<file path="config.mk">
export PLATFORM = sky130hd
export DESIGN_NAME = boid_frame_writer
export DESIGN_NICKNAME = d
export VERILOG_FILES = /design/src/rtl/boid_pkg.sv /design/src/rtl/boid_frame_writer_pixel_addr.sv /design/src/rtl/boid_frame_writer.sv
export SDC_FILE = /design/constraint.sdc
export NUM_CORES = 1
export LEC_CHECK = 0
export CAP_MARGIN = 20
export CORE_MARGIN = 1.5
export CORE_UTILIZATION = 50
export DETAILED_ROUTE_END_ITERATION = 7
export MAX_ROUTING_LAYER = met4
export PLACE_DENSITY = 0.72
export SYNTH_ARGS = -nofsm -noshare
export SYNTH_HDL_FRONTEND = slang
export SYNTH_SLANG_ARGS = --single-unit
</file>
<file path="constraint.sdc">
create_clock -name clock -period 7.95 [get_ports clock]
set_input_delay 0.795 -clock clock [delete_from_list [all_inputs] [get_ports clock]]
set_output_delay 0.795 -clock clock [all_outputs]
set_load 0.01 [all_outputs]
</file>
<file path="src/rtl/boid_pkg.sv">
// rtl/boid_pkg.sv - shared display geometry, coordinate widths and FSM encoding for the boid frame writer
// Contents:
//   H_RES, V_RES   default display resolution in pixels
//   ADDR_W         pixel address width, $clog2(H_RES*V_RES)
//   X_W, Y_W       width of one packed boid x / y coordinate
//   state_t        writer FSM states
package boid_pkg;

    localparam int H_RES  = 640;
    localparam int V_RES  = 480;
    localparam int ADDR_W = 19;
    localparam int X_W    = 10;
    localparam int Y_W    = 9;

    typedef enum logic [1:0] {
        ST_IDLE  = 2'd0,
        ST_ERASE = 2'd1,
        ST_DRAW  = 2'd2
    } state_t;

endpackage

</file>
<file path="src/rtl/boid_frame_writer_pixel_addr.sv">
// rtl/boid_frame_writer_pixel_addr.sv - boid_pixel_addr: sprite pixel to linear address with screen clipping
// Ports:
//   x, y        boid sprite origin
//   dx, dy      offset inside the sprite (0..7)
//   addr        (y+dy)*H_RES + (x+dx), built from shifted adds of the constant H_RES
//   in_bounds   1 when the pixel lies on screen
module boid_pixel_addr #(
    parameter int H_RES  = boid_pkg::H_RES,
    parameter int V_RES  = boid_pkg::V_RES,
    parameter int ADDR_W = boid_pkg::ADDR_W
) (
    input  logic [boid_pkg::X_W-1:0] x,
    input  logic [boid_pkg::Y_W-1:0] y,
    input  logic [2:0]               dx,
    input  logic [2:0]               dy,
    output logic [ADDR_W-1:0]        addr,
    output logic                     in_bounds
);
    import boid_pkg::*;

    logic [10:0]       xx;
    logic [9:0]        yy;
    logic [ADDR_W-1:0] acc;

    assign xx = {1'b0, x} + {8'b0, dx};
    assign yy = {1'b0, y} + {7'b0, dy};

    // H_RES is a constant, so each set bit contributes one shifted copy of yy;
    // for 640 this collapses to (yy << 9) + (yy << 7).
    always_comb begin
        acc = ADDR_W'(xx);
        for (int i = 0; i < 32; i++) begin
            if (H_RES[i]) begin
                acc = acc + (ADDR_W'(yy) << i);
            end
        end
    end

    assign addr      = acc;
    assign in_bounds = ({21'b0, xx} < 32'(H_RES)) && ({22'b0, yy} < 32'(V_RES));

endmodule

</file>
<file path="src/rtl/boid_frame_writer.sv">
// rtl/boid_frame_writer.sv - double-buffered boid sprite writer: erase old sprites, then draw new ones
// Ports:
//   clock, reset          system clock, asynchronous active-high reset
//   frame_start           end-of-frame pulse; starts a new erase/draw pass when idle
//   boid_x/boid_y/valid   packed boid positions and draw enables, sampled on frame_start
//   overrun_clr           clears the sticky overrun flag
//   wr_en/wr_addr/wr_data registered display-RAM write port (data 0 erase, 1 draw)
//   wr_buf, disp_buf      back buffer being written / front buffer being displayed
//   busy                  high during ERASE and DRAW
//   overrun               set when a frame_start arrives while busy
module boid_frame_writer #(
    parameter int NUM_BOIDS = 4,
    parameter int BOID_SIZE = 2,
    parameter int H_RES     = 640,
    parameter int V_RES     = 480,
    parameter int ADDR_W    = 19
) (
    input  logic                               clock,
    input  logic                               reset,
    input  logic                               frame_start,
    input  logic [NUM_BOIDS*boid_pkg::X_W-1:0] boid_x,
    input  logic [NUM_BOIDS*boid_pkg::Y_W-1:0] boid_y,
    input  logic [NUM_BOIDS-1:0]               boid_valid,
    input  logic                               overrun_clr,
    output logic                               wr_en,
    output logic [ADDR_W-1:0]                  wr_addr,
    output logic                               wr_data,
    output logic                               wr_buf,
    output logic                               disp_buf,
    output logic                               busy,
    output logic                               overrun
);
    import boid_pkg::*;

    localparam int                BIDX_W = (NUM_BOIDS > 1) ? $clog2(NUM_BOIDS) : 1;
    localparam logic [2:0]        LAST_D = 3'(BOID_SIZE - 1);
    localparam logic [BIDX_W-1:0] LAST_B = BIDX_W'(NUM_BOIDS - 1);

    state_t            state, nxt_state;
    logic [BIDX_W-1:0] boid, nxt_boid;
    logic [2:0]        dy, dx, nxt_dy, nxt_dx;

    // One snapshot per display buffer, plus the erase copy that receives the
    // outgoing snapshot of the back buffer when a new one overwrites it.
    logic [X_W-1:0] snap_x [2][NUM_BOIDS];
    logic [Y_W-1:0] snap_y [2][NUM_BOIDS];
    logic           snap_v [2][NUM_BOIDS];
    logic [X_W-1:0] ers_x  [NUM_BOIDS];
    logic [Y_W-1:0] ers_y  [NUM_BOIDS];
    logic           ers_v  [NUM_BOIDS];

    logic [X_W-1:0]    src_x;
    logic [Y_W-1:0]    src_y;
    logic              src_v;
    logic [ADDR_W-1:0] pix_addr;
    logic              pix_in;

    assign wr_buf = ~disp_buf;
    assign busy   = (state != ST_IDLE);

    always_comb begin
        nxt_state = state;
        nxt_boid  = boid;
        nxt_dy    = dy;
        nxt_dx    = dx;
        case (state)
            ST_IDLE: if (frame_start) nxt_state = ST_ERASE;
            ST_ERASE, ST_DRAW: begin
                if (dx != LAST_D) begin
                    nxt_dx = dx + 3'd1;
                end else begin
                    nxt_dx = 3'd0;
                    if (dy != LAST_D) begin
                        nxt_dy = dy + 3'd1;
                    end else begin
                        nxt_dy = 3'd0;
                        if (boid != LAST_B) begin
                            nxt_boid = boid + 1'b1;
                        end else begin
                            nxt_boid  = '0;
                            nxt_state = (state == ST_ERASE) ? ST_DRAW : ST_IDLE;
                        end
                    end
                end
            end
            default: nxt_state = ST_IDLE;
        endcase
    end

    // The write port is registered from the upcoming visit, so wr_en lines up
    // with busy. On the start edge the erase copy is not loaded yet; the
    // outgoing snapshot still sits in snap[disp_buf] (the next back buffer).
    always_comb begin
        src_x = snap_x[wr_buf][nxt_boid];
        src_y = snap_y[wr_buf][nxt_boid];
        src_v = snap_v[wr_buf][nxt_boid];
        if (nxt_state == ST_ERASE) begin
            if (state == ST_IDLE) begin
                src_x = snap_x[disp_buf][nxt_boid];
                src_y = snap_y[disp_buf][nxt_boid];
                src_v = snap_v[disp_buf][nxt_boid];
            end else begin
                src_x = ers_x[nxt_boid];
                src_y = ers_y[nxt_boid];
                src_v = ers_v[nxt_boid];
            end
        end
    end

    boid_pixel_addr #(
        .H_RES (H_RES),
        .V_RES (V_RES),
        .ADDR_W(ADDR_W)
    ) u_pixel_addr (
        .x        (src_x),
        .y        (src_y),
        .dx       (nxt_dx),
        .dy       (nxt_dy),
        .addr     (pix_addr),
        .in_bounds(pix_in)
    );

    always_ff @(posedge clock or posedge reset) begin
        if (reset) begin
            state    <= ST_IDLE;
            boid     <= '0;
            dy       <= 3'd0;
            dx       <= 3'd0;
            disp_buf <= 1'b0;
            wr_en    <= 1'b0;
            wr_addr  <= '0;
            wr_data  <= 1'b0;
            overrun  <= 1'b0;
            for (int i = 0; i < NUM_BOIDS; i++) begin
                for (int b = 0; b < 2; b++) begin
                    snap_x[b][i] <= '0;
                    snap_y[b][i] <= '0;
                    snap_v[b][i] <= 1'b0;
                end
                ers_x[i] <= '0;
                ers_y[i] <= '0;
                ers_v[i] <= 1'b0;
            end
        end else begin
            state   <= nxt_state;
            boid    <= nxt_boid;
            dy      <= nxt_dy;
            dx      <= nxt_dx;
            wr_en   <= (nxt_state != ST_IDLE) && src_v && pix_in;
            if (nxt_state != ST_IDLE) begin
                wr_addr <= pix_addr;
                wr_data <= (nxt_state == ST_DRAW);
            end
            overrun <= (overrun && !overrun_clr) || (frame_start && state != ST_IDLE);
            if (frame_start && state == ST_IDLE) begin
                disp_buf <= ~disp_buf;
                for (int i = 0; i < NUM_BOIDS; i++) begin
                    ers_x[i]            <= snap_x[disp_buf][i];
                    ers_y[i]            <= snap_y[disp_buf][i];
                    ers_v[i]            <= snap_v[disp_buf][i];
                    snap_x[disp_buf][i] <= boid_x[X_W*i +: X_W];
                    snap_y[disp_buf][i] <= boid_y[Y_W*i +: Y_W];
                    snap_v[disp_buf][i] <= boid_valid[i];
                end
            end
        end
    end

endmodule
</file>
== Yosys cells after proc, flatten, opt, wreduce, memory -nomap -nowiden ==
Index checks and enable logic that the tools add are counted.

* Add/sub/neg operators: 7
* Shift-type cells: 0
* Reduce and logical (&&, ||, !) cells: 13
* Equal/unequal tests: 7
* Magnitude comparators: 6
* Div/mod/pow operators: 0
* Bitwise gates (word level): 4
* Mux-type cells: 102
* Multipliers: 0

{| class="wikitable"
|+ Operators with widths
! operator !! count
|-
| $bwmux 80 || 4
|-
| $bwmux 72 || 4
|-
| $mux 40 || 7
|-
| $mux 36 || 7
|-
| $demux 40 s1 || 4
|-
| $demux 36 s1 || 4
|-
| $mux 10 || 9
|-
| $mux 9 || 9
|-
| $bmux 10 s2 || 3
|-
| $bmux 9 s2 || 3
|-
| $bwmux 8 || 4
|-
| $mux 30 || 1
|-
| $mux 4 || 7
|-
| $mux 27 || 1
|-
| $mux 2 || 10
|-
| $mux 20 || 1
|-
| $add 19x19->19 || 1
|-
| $add 11x17->18 || 1
|-
| $mux 18 || 1
|-
| $mux 3 || 6
|-
| $demux 4 s1 || 4
|-
| $add 10x3->11 || 1
|-
| $lt 11x10->1 const B || 1
|-
| $add 9x3->10 || 1
|-
| other kinds (22) || 45
|}

* Output and inout bits: 25
* Memory bits (writable): 0
* Word-level logic and storage cells: 184
* Input bits: 84
* Latch bits: 0
* Bits in read-only memories: 0
* Memories kept: 0
* Register bits after elaboration: 273

== Longest topological paths before layout ==
Gate-level depths: netlist (run 1).

* Depth in word-level cells: 15
* Gate-level depth with buffers: 41
* Mapped depth without buffers: 36

== By module ==
From an unflattened synthesis (run 1), not the netlist that was laid out.

* Cells, all modules: 1484
* Area total of the unflattened synthesis: 16226.8 sq um

{| class="wikitable"
|+ By module, submodules not included
! module !! cells an instance !! area each (sq um) !! sequential area each (sq um) !! instances
|-
| boid_frame_writer || 1351 || 15162.0 || 6831.6 || 1
|-
| boid_pixel_addr || 133 || 1064.8 || 0.0 || 1
|}

== Worst setup path before layout (run 1) ==
OpenSTA, ideal clock, no wires.

* Kind: reg-to-reg
* From: register state[0]
* To: register wr_addr[17]
* Library setup time: 125 ps
* Arrival: 7434 ps
* Path buffers: 7
* Cell stages (with the launch flop): 42
* Period minus slack after synthesis: 7559 ps
* Data required time: 7825 ps
* Path slack: 391 ps
* Path through: dfrtp_1 -> inv_1 -> ha_1 -> buf_2 -> and4bb_2 -> nand3_2 -> nand2_4 -> buf_6 -> buf_2 -> buf_4 -> buf_2 -> clkbuf_1 -> buf_2 -> nand2_1 -> and3_1 -> a31oi_1 -> o221ai_1 -> a22oi_1 -> [... 6 more ...] -> xnor2_1 -> inv_1 -> fa_1 -> nor2b_1 -> o21ai_0 -> nand2b_1 -> inv_1 -> xnor2_1 -> ha_1 -> nor2b_1 -> o21ai_0 -> a21oi_1 -> o21ai_0 -> nand2b_1 -> a21o_1 -> a21oi_1 -> xnor2_1 -> mux2_2

* Longest elaborated chain between the ends: 12
* Elaborated cells on any way between the ends: 42
* Classes of those cells: add/sub (4); eq/ne (3); mux (31); bitwise (1); reduce/logical (3)

{| class="wikitable"
|+ RTL lines
! item !! RTL line !! text
|-
| from (decl) || boid_frame_writer.sv:39 || <nowiki>state_t state, nxt_state;</nowiki>
|-
| from (signal assigned) || boid_frame_writer.sv:145 || <nowiki>state <= nxt_state;</nowiki>
|-
| $eq 2x1->1 or $eq 2x2->1 (tied branches) || boid_frame_writer.sv:66, boid_frame_writer.sv:81 ||
|-
| $reduce_or 2->1 || boid_frame_writer.sv:66 || <nowiki>case (state)</nowiki>
|-
| $mux 2 || boid_frame_writer.sv:66 ||
|-
| $not 2->3 (implied by the code) || n/a ||
|-
| $bmux 10 s2 (tied with other cells) || boid_frame_writer.sv:103 || <nowiki>src_x = ers_x[nxt_boid];</nowiki>
|-
| $mux 10 (implied by the code) (tied with other cells) (2 in a row) || boid_frame_writer.sv:103 ||
|-
| $mux 10 or $mux 9 (tied branches) || boid_frame_writer.sv:98 || <nowiki>if (state == ST_IDLE) begin</nowiki>
|-
| $mux 10 or $mux 9 (tied branches) || boid_frame_writer.sv:97 || <nowiki>if (nxt_state == ST_ERASE) begin</nowiki>
|-
| $add 10x3->11 or $add 9x3->10 (tied branches) || boid_frame_writer_pixel_addr.sv:25, boid_frame_writer_pixel_addr.sv:26 ||
|-
| $add 11x17->18 || boid_frame_writer_pixel_addr.sv:34 || <nowiki>acc = acc + (ADDR_W'(yy) << i);</nowiki>
|-
| $add 19x19->19 || boid_frame_writer_pixel_addr.sv:34 ||
|-
| to (signal assigned) || boid_frame_writer.sv:151 || <nowiki>wr_addr <= pix_addr;</nowiki>
|-
| to (decl) || boid_frame_writer.sv:26 || <nowiki>output logic [ADDR_W-1:0] wr_addr,</nowiki>
|}

Parallel ways exist; a longest one is shown, timed or not. The select of a mux whose other input is x is not followed.
A chain may end at the register's enable or synchronous reset.

== Final worst setup path (run 1) ==
Ends and elaborated chain as after synthesis.

==> results_dict.tcl, run 1 <==
set metrics [dict create \
    run_status "finished clean" \
    regArea_um2 6835 \
    antenna_found_initial 0 \
    synth_cell_type_count 81 \
    start_kind "flip-flop" \
    yosys.area.top_type "dfrtp_1" \
    htreeDepth 1 \
    r2r_slack_ns 0.56 \
    finalHoldViolations 0 \
    worstHoldStart "ers_x[5]$_DFFE_PP0P_" \
    slew_violations 0 \
    syn_nets 1591 \
    cp_common_cell "o21ai_0" \
    cp_max_fo 17 \
    dieArea_um2 31910 \
    reg2reg_depth 34 \
    insertion_delay_ns 0.55 \
    core_um2 30510 \
    fill_cells 2566 \
    crit_path_top_delay_cell "fa_1" \
    synth_top_area_share_pct 44.30 \
    holdWs_ns 0.5053 \
    clk_path_buf_depth 3 \
    cts_root_buf "clkbuf_16" \
    grt_use_total_pct 27.20 \
    maxCapViolations 0 \
    synth_top_family_by_area "multiplexers" \
    worst_slew_pin_slew_ns 1.105 \
    criticalPathCategory "reg -> reg" \
    async_flop_share_pct 100.0 \
    dp.final_hpwl_mm 27.90 \
    synth_commonest_cells "dfrtp_1 (273), mux2_2 (191), nand2_1 (133)" \
    cts.sinks 273 \
    ys_ff_latch 273 \
    drtPass1Iterations 5 \
    setup_slack_ns 0.5647 \
    synth_adder_area_share_pct 2.385 \
    r2r_end "wr_addr[17]$_DFFE_PP0P_" \
    hold_class "reg -> reg" \
    fmax_ghz 0.1354 \
    synth_compound_area_share_pct 12.81 \
    io_pins 109 \
    antenna_cells 0 \
    grt_max_degree 143 \
    drive_gt1_share_pct 21.01 \
    synthTopCellsByArea "dfrtp_1 (44%), mux2_2 (14%), mux2i_1 (6.6%)" \
    gp_congestion 0.9536 \
    ant_nets 0 \
    synthCells 1480 \
    max_slew_margin_pct 25.58 \
    pre_cts_ws_ns 0.3936 \
    cts_hold_buf 0 \
    detail_route.wl_per_cell_um 20.84 \
    drtIter0Drc 953 \
    dr_total_vias 12080 \
    num_rows 64 \
    drt-total-wl_mm 41.28 \
    grt_overflow_total 0 \
    end_kind "flip-flop" \
    initial_core_util_pct 50.55 \
    numCtsBuffers 29 \
    fin_crit_ns 7.385 \
    fin_skew_ns 0.009845 \
    grt_pass1_wl_mm 65.39 \
    clk_pin_slew_worst_paths_ns 0.06 \
    required_ns 8.38 \
    layout.nets 1674 \
    syn_area_per_cell_um2 10.42 \
    fp.dieW_um 178.6 \
    synth_top_flop_cell "dfrtp_1" \
    drc 0 \
    yosys_warnings 0 \
    critPathArrivalTime_ns 7.82 \
    yosysSeqAreaShare_pct 44.30 \
    final_area_um2 17950 \
    syn2layout_area_growth_pct 16.37 \
    r2r_start "state[0]$_DFF_PP0_" \
    hold_path_depth 1 \
    cts_tree "yes" \
    synth_xor_area_share_pct 1.817 \
    slowest_delay_ns 0.46 \
    grt_pass1_vias 11880 \
    synth-simple-area-share_pct 11.64 \
    die_h_um 178.6 \
    finalSetupViolations 0 \
    fin_crit_sh_pct 92.90 \
    syn_area_um2 15420 \
    synth_edf_count 0 \
    synth.area.mux_share_pct 22.95 \
    multi_input_area_um2 8005 \
    yosysMostFrequentCell "dfrtp_1" \
    final_core_util_pct 58.83 \
    port_buffers 108 \
    min_to "ers_x[5]$_DFFE_PP0P_" \
    dpl-instance-area_um2 16880 \
    avgViaCountPerCell 6.098 \
]
[flip-flops by register name, summed over array words and instances (netlist names), 3 cells and up]
register / flops
ers_y: 36
dx: 3
snap_y: 72
ers_x: 40
dy: 3
snap_v: 8
snap_x: 80
ers_v: 4
wr_addr: 19
[kinds of logic (layout without fill, tap and decap cells)]
logic type	after synthesis	after routing
and+or+nand+nor	386	386
AOI/OAI and AO/OA	306	306
muxes	309	309
buffers and inverters	146	251
other	1	1
DFF	273	273
adders and majority gates	27	27
xor gates and xnor gates	32	32
[layout by cell type, fill, tap and decap left out, types with 8 or more instances in the layout]
| master | count |
|---|---|
| dfrtp_1 | 272 |
| mux2_2 | 191 |
| nand2_1 | 131 |
| a21oi_1 | 129 |
| nor2_1 | 115 |
| clkdlybuf4s50_1 | 108 |
| mux2i_1 | 102 |
| buf_4 | 46 |
| nand3_1 | 43 |
| o21ai_0 | 41 |
| inv_1 | 36 |
| clkbuf_16 | 29 |
| and3_1 | 24 |
| xnor2_1 | 22 |
| ha_1 | 22 |
| a31oi_1 | 19 |
| o221ai_1 | 15 |
| mux4_2 | 14 |
| a211oi_1 | 11 |
| nor3_1 | 11 |
| xor2_1 | 10 |
| o211ai_1 | 8 |
| or3_1 | 8 |
| clkbuf_8 | 8 |
| clkinv_2 | 8 |
[repair_timing]
action / CTS / global route
endpoints found under the setup margin: 0 / 3
hold endpoints to repair: 0 / 0
gates resized for setup: 0 / 7
setup buffers: 0 / 7
[metal layers]
metal,wire (um),share of wire [%],vias to the layer above,GRT usage (%)
met5,0,0,-,-
met4,1224,3.0,0,8.646
met3,2888,7.0,87,4.071
met2,19220,47,473,42.23
met1,17950,43,5991,36.78
li1,-,-,5530,-
[critical path: cells and delay by family, from the launching register on]
family / cells / cell delay (ns)
AO/OA/AOI/OAI: 11 / 2.21
AND/OR/NAND/NOR: 9 / 1.54
adder cells (fa/ha/maj): 4 / 1.53
buffers and inverters: 6 / 0.83
XOR/XNOR: 3 / 0.45
flip-flops: 1 / 0.44
multiplexers: 1 / 0.26
[layout make-up]
class | instances | share of cell area, %
Sequential cell | 273 | 38.09
Clock buffer | 40 | 4.720
Tap cell | 396 | 2.761
Timing Repair Buffer | 156 | 8.087
Inverter | 42 | 0.9342
Clock inverter | 13 | 0.8087
Multi-Input combinational cell | 1061 | 44.60
[metrics by stage]
| stage | setup TNS [ns] | cells |
|---|---|---|
| 6_report | 0 | 1981 |
| 5_1_grt | -0.01787 | 1981 |
| 4_1_cts | 0 | 1974 |
| 3_5_place_dp | 0 | 1921 |
| 3_3_place_gp | 0 | 1921 |
| 2_1_floorplan | 0 | 1480 |
[worst max path at each step]
stage	from	to	slack (ns)	cells after the start
2_1_floorplan	state[0]$_DFF_PP0_	wr_addr[17]$_DFFE_PP0P_	0.39	41
3_3_place_gp	state[0]$_DFF_PP0_	wr_addr[17]$_DFFE_PP0P_	0.66	34
3_5_place_dp	state[0]$_DFF_PP0_	wr_addr[17]$_DFFE_PP0P_	0.39	34
4_1_cts	state[0]$_DFF_PP0_	wr_addr[17]$_DFFE_PP0P_	0.34	34
5_1_grt	state[0]$_DFF_PP0_	wr_addr[17]$_DFFE_PP0P_	-0.02	34
6_report	state[0]$_DFF_PP0_	wr_addr[17]$_DFFE_PP0P_	0.56	34
Power of run 1 is not shown: default switching activity piles up to over one toggle a cycle in this logic, so the estimate is an artifact.
==> run 2: changes to the inputs <==
- DONT_BUFFER_PORTS: unset -> 1
- PLACE_DENSITY: 0.72 -> 0.68
==> run 2 against run 1 <==
Against the previous run: sequential cell count unchanged; global-route usage is 0.63 points lower; count of clock-buffer cells in the layout up 2; via count decreased by 4.3%; register-to-register slack better by 0.09 ns; setup slack gained 0.094 ns; final cell count down 5.7%; cell area down 6.2%; die area unchanged; non-clock buffer count fell by 114; hold slack lost 0.26 ns; critical path type unchanged; highest routed layer unchanged.
==> results_dict.tcl, run 2 (synthesized netlist as in run 1, its figures left out) <==
set metrics [dict create \
    run_status "finished clean" \
    max_slew_margin_pct 31.69 \
    start_kind "flip-flop" \
    r2r_slack_ns 0.66 \
    reg2reg_depth 34 \
    die_h_um 178.6 \
    cp_common_cell "a21oi_1" \
    grt_max_degree 179 \
    insertion_delay_ns 0.58 \
    fin_crit_ns 7.292 \
    clk_path_buf_depth 3 \
    cts_tree "yes" \
    htreeDepth 1 \
    drc 0 \
    end_kind "flip-flop" \
    gp_congestion 0.9365 \
    ant_nets 0 \
    top_register "snap_x" \
    fin_skew_ns 0.01461 \
    antenna_found_initial 2 \
    drive_gt1_share_pct 21.88 \
    num_rows 64 \
    grt_pass1_vias 11560 \
    drt-total-wl_mm 40.77 \
    drtPass1Iterations 6 \
    layout_commonest_cell "dfrtp_1" \
    crit_path_top_delay_cell "fa_1" \
    grt_pass1_wl_mm 64.32 \
    cts_root_buf "clkbuf_16" \
    dp.final_hpwl_mm 27.79 \
    layout_common_cells "dfrtp_1 (272), mux2_2 (191), nand2_1 (131), a21oi_1 (129), nor2_1 (115)" \
    layout.nets 1560 \
    fp.dieW_um 178.6 \
    fmax_ghz 0.1371 \
    stdcell_count 1869 \
    dieArea_um2 31910 \
    slowest_delay_ns 0.46 \
    detail_route.wl_per_cell_um 21.81 \
    initial_core_util_pct 50.55 \
    required_ns 8.39 \
    drtIter0Drc 836 \
    top_regs "snap_x x80, snap_y x72, ers_x x40" \
    numCtsBuffers 29 \
    cp_max_fo 13 \
    core_um2 30510 \
    grt_use_total_pct 26.56 \
    avgViaCountPerCell 6.184 \
    clk_pin_slew_worst_paths_ns 0.06 \
    maxCapViolations 0 \
    finalSetupViolations 0 \
    dr_total_vias 11560 \
    pre_cts_ws_ns 0.4240 \
    place_inst 1810 \
    io_pins 109 \
    fin_crit_sh_pct 91.72 \
    criticalPathCategory "reg -> reg" \
    worst_slew_pin_slew_ns 1.025 \
    cts.sinks 273 \
    hold_class "in -> async" \
    cts_hold_buf 0 \
    grt_overflow_total 0 \
    syn2layout_area_growth_pct 9.135 \
    setup_slack_ns 0.6583 \
    critPathArrivalTime_ns 7.74 \
    tns_ns 0 \
    finalHoldViolations 0 \
    port_buffers 0 \
    r2r_end "wr_addr[18]$_DFFE_PP0P_" \
    slew_violations 0 \
    r2r_start "state[0]$_DFF_PP0_" \
    largest_register_ffs 80 \
]
-- run 2: worst max-delay path by stage --
stage	startpoint	to	slack, ns
detailed placement	state[0]$_DFF_PP0_	wr_addr[18]$_DFFE_PP0P_	0.42
finish	state[0]$_DFF_PP0_	wr_addr[18]$_DFFE_PP0P_	0.66
global placement	state[0]$_DFF_PP0_	wr_addr[17]$_DFFE_PP0P_	0.67
global route	state[0]$_DFF_PP0_	wr_addr[18]$_DFFE_PP0P_	-0.05
CTS	state[0]$_DFF_PP0_	wr_addr[18]$_DFFE_PP0P_	0.41
floorplan	state[0]$_DFF_PP0_	wr_addr[17]$_DFFE_PP0P_	0.39
-- run 2: per-stage QoR --
stage	hold slack, ns	utilization (%)	area (um2)
after detailed placement	0.4899	51.71	15780
after global placement	0.4848	51.71	15780
final	0.2431	55.17	16830
after floorplan	0.4722	-	15430
after CTS	0.2511	55.02	16780
after global routing	0.3060	55.17	16830
-- run 2: critical path: cells and delay by family, from the launching register on --
kind,cells,cell delay [ns]
adders and majority gates,5,1.84
DFF,1,0.44
and+or+nand+nor,7,1.59
xor gates and xnor gates,3,0.51
buffers and inverters,5,0.46
AOI/OAI and AO/OA,14,2.29
-- run 2: cell type report --
cell class,count,area [um2]
Sequential cell,273,6835
Clock buffer,42,844.6
Fill cell,2674,13680
Timing Repair Buffer,42,331.6
Inverter,42,161.4
Multi-Input combinational cell,1061,7998
Tap cell,396,495.5
Antenna cell,1,2.502
Clock inverter,12,162.7
-- run 2: routing by layer --
layer / up-vias / share of wire [%] / track usage [%]
met5: - / 0 / -
met4: 0 / 2.6 / 7.674
met3: 85 / 7.3 / 5.413
met2: 386 / 47 / 41.70
met1: 5807 / 44 / 34.85
li1: 5279 / - / -
-- run 2: what timing repair did --
action,4_1_cts,5_1_grt
setup buffers,0,4
gates resized for setup,0,3
endpoints found under the setup margin,0,3
Power of run 2 is left out for the same reason.
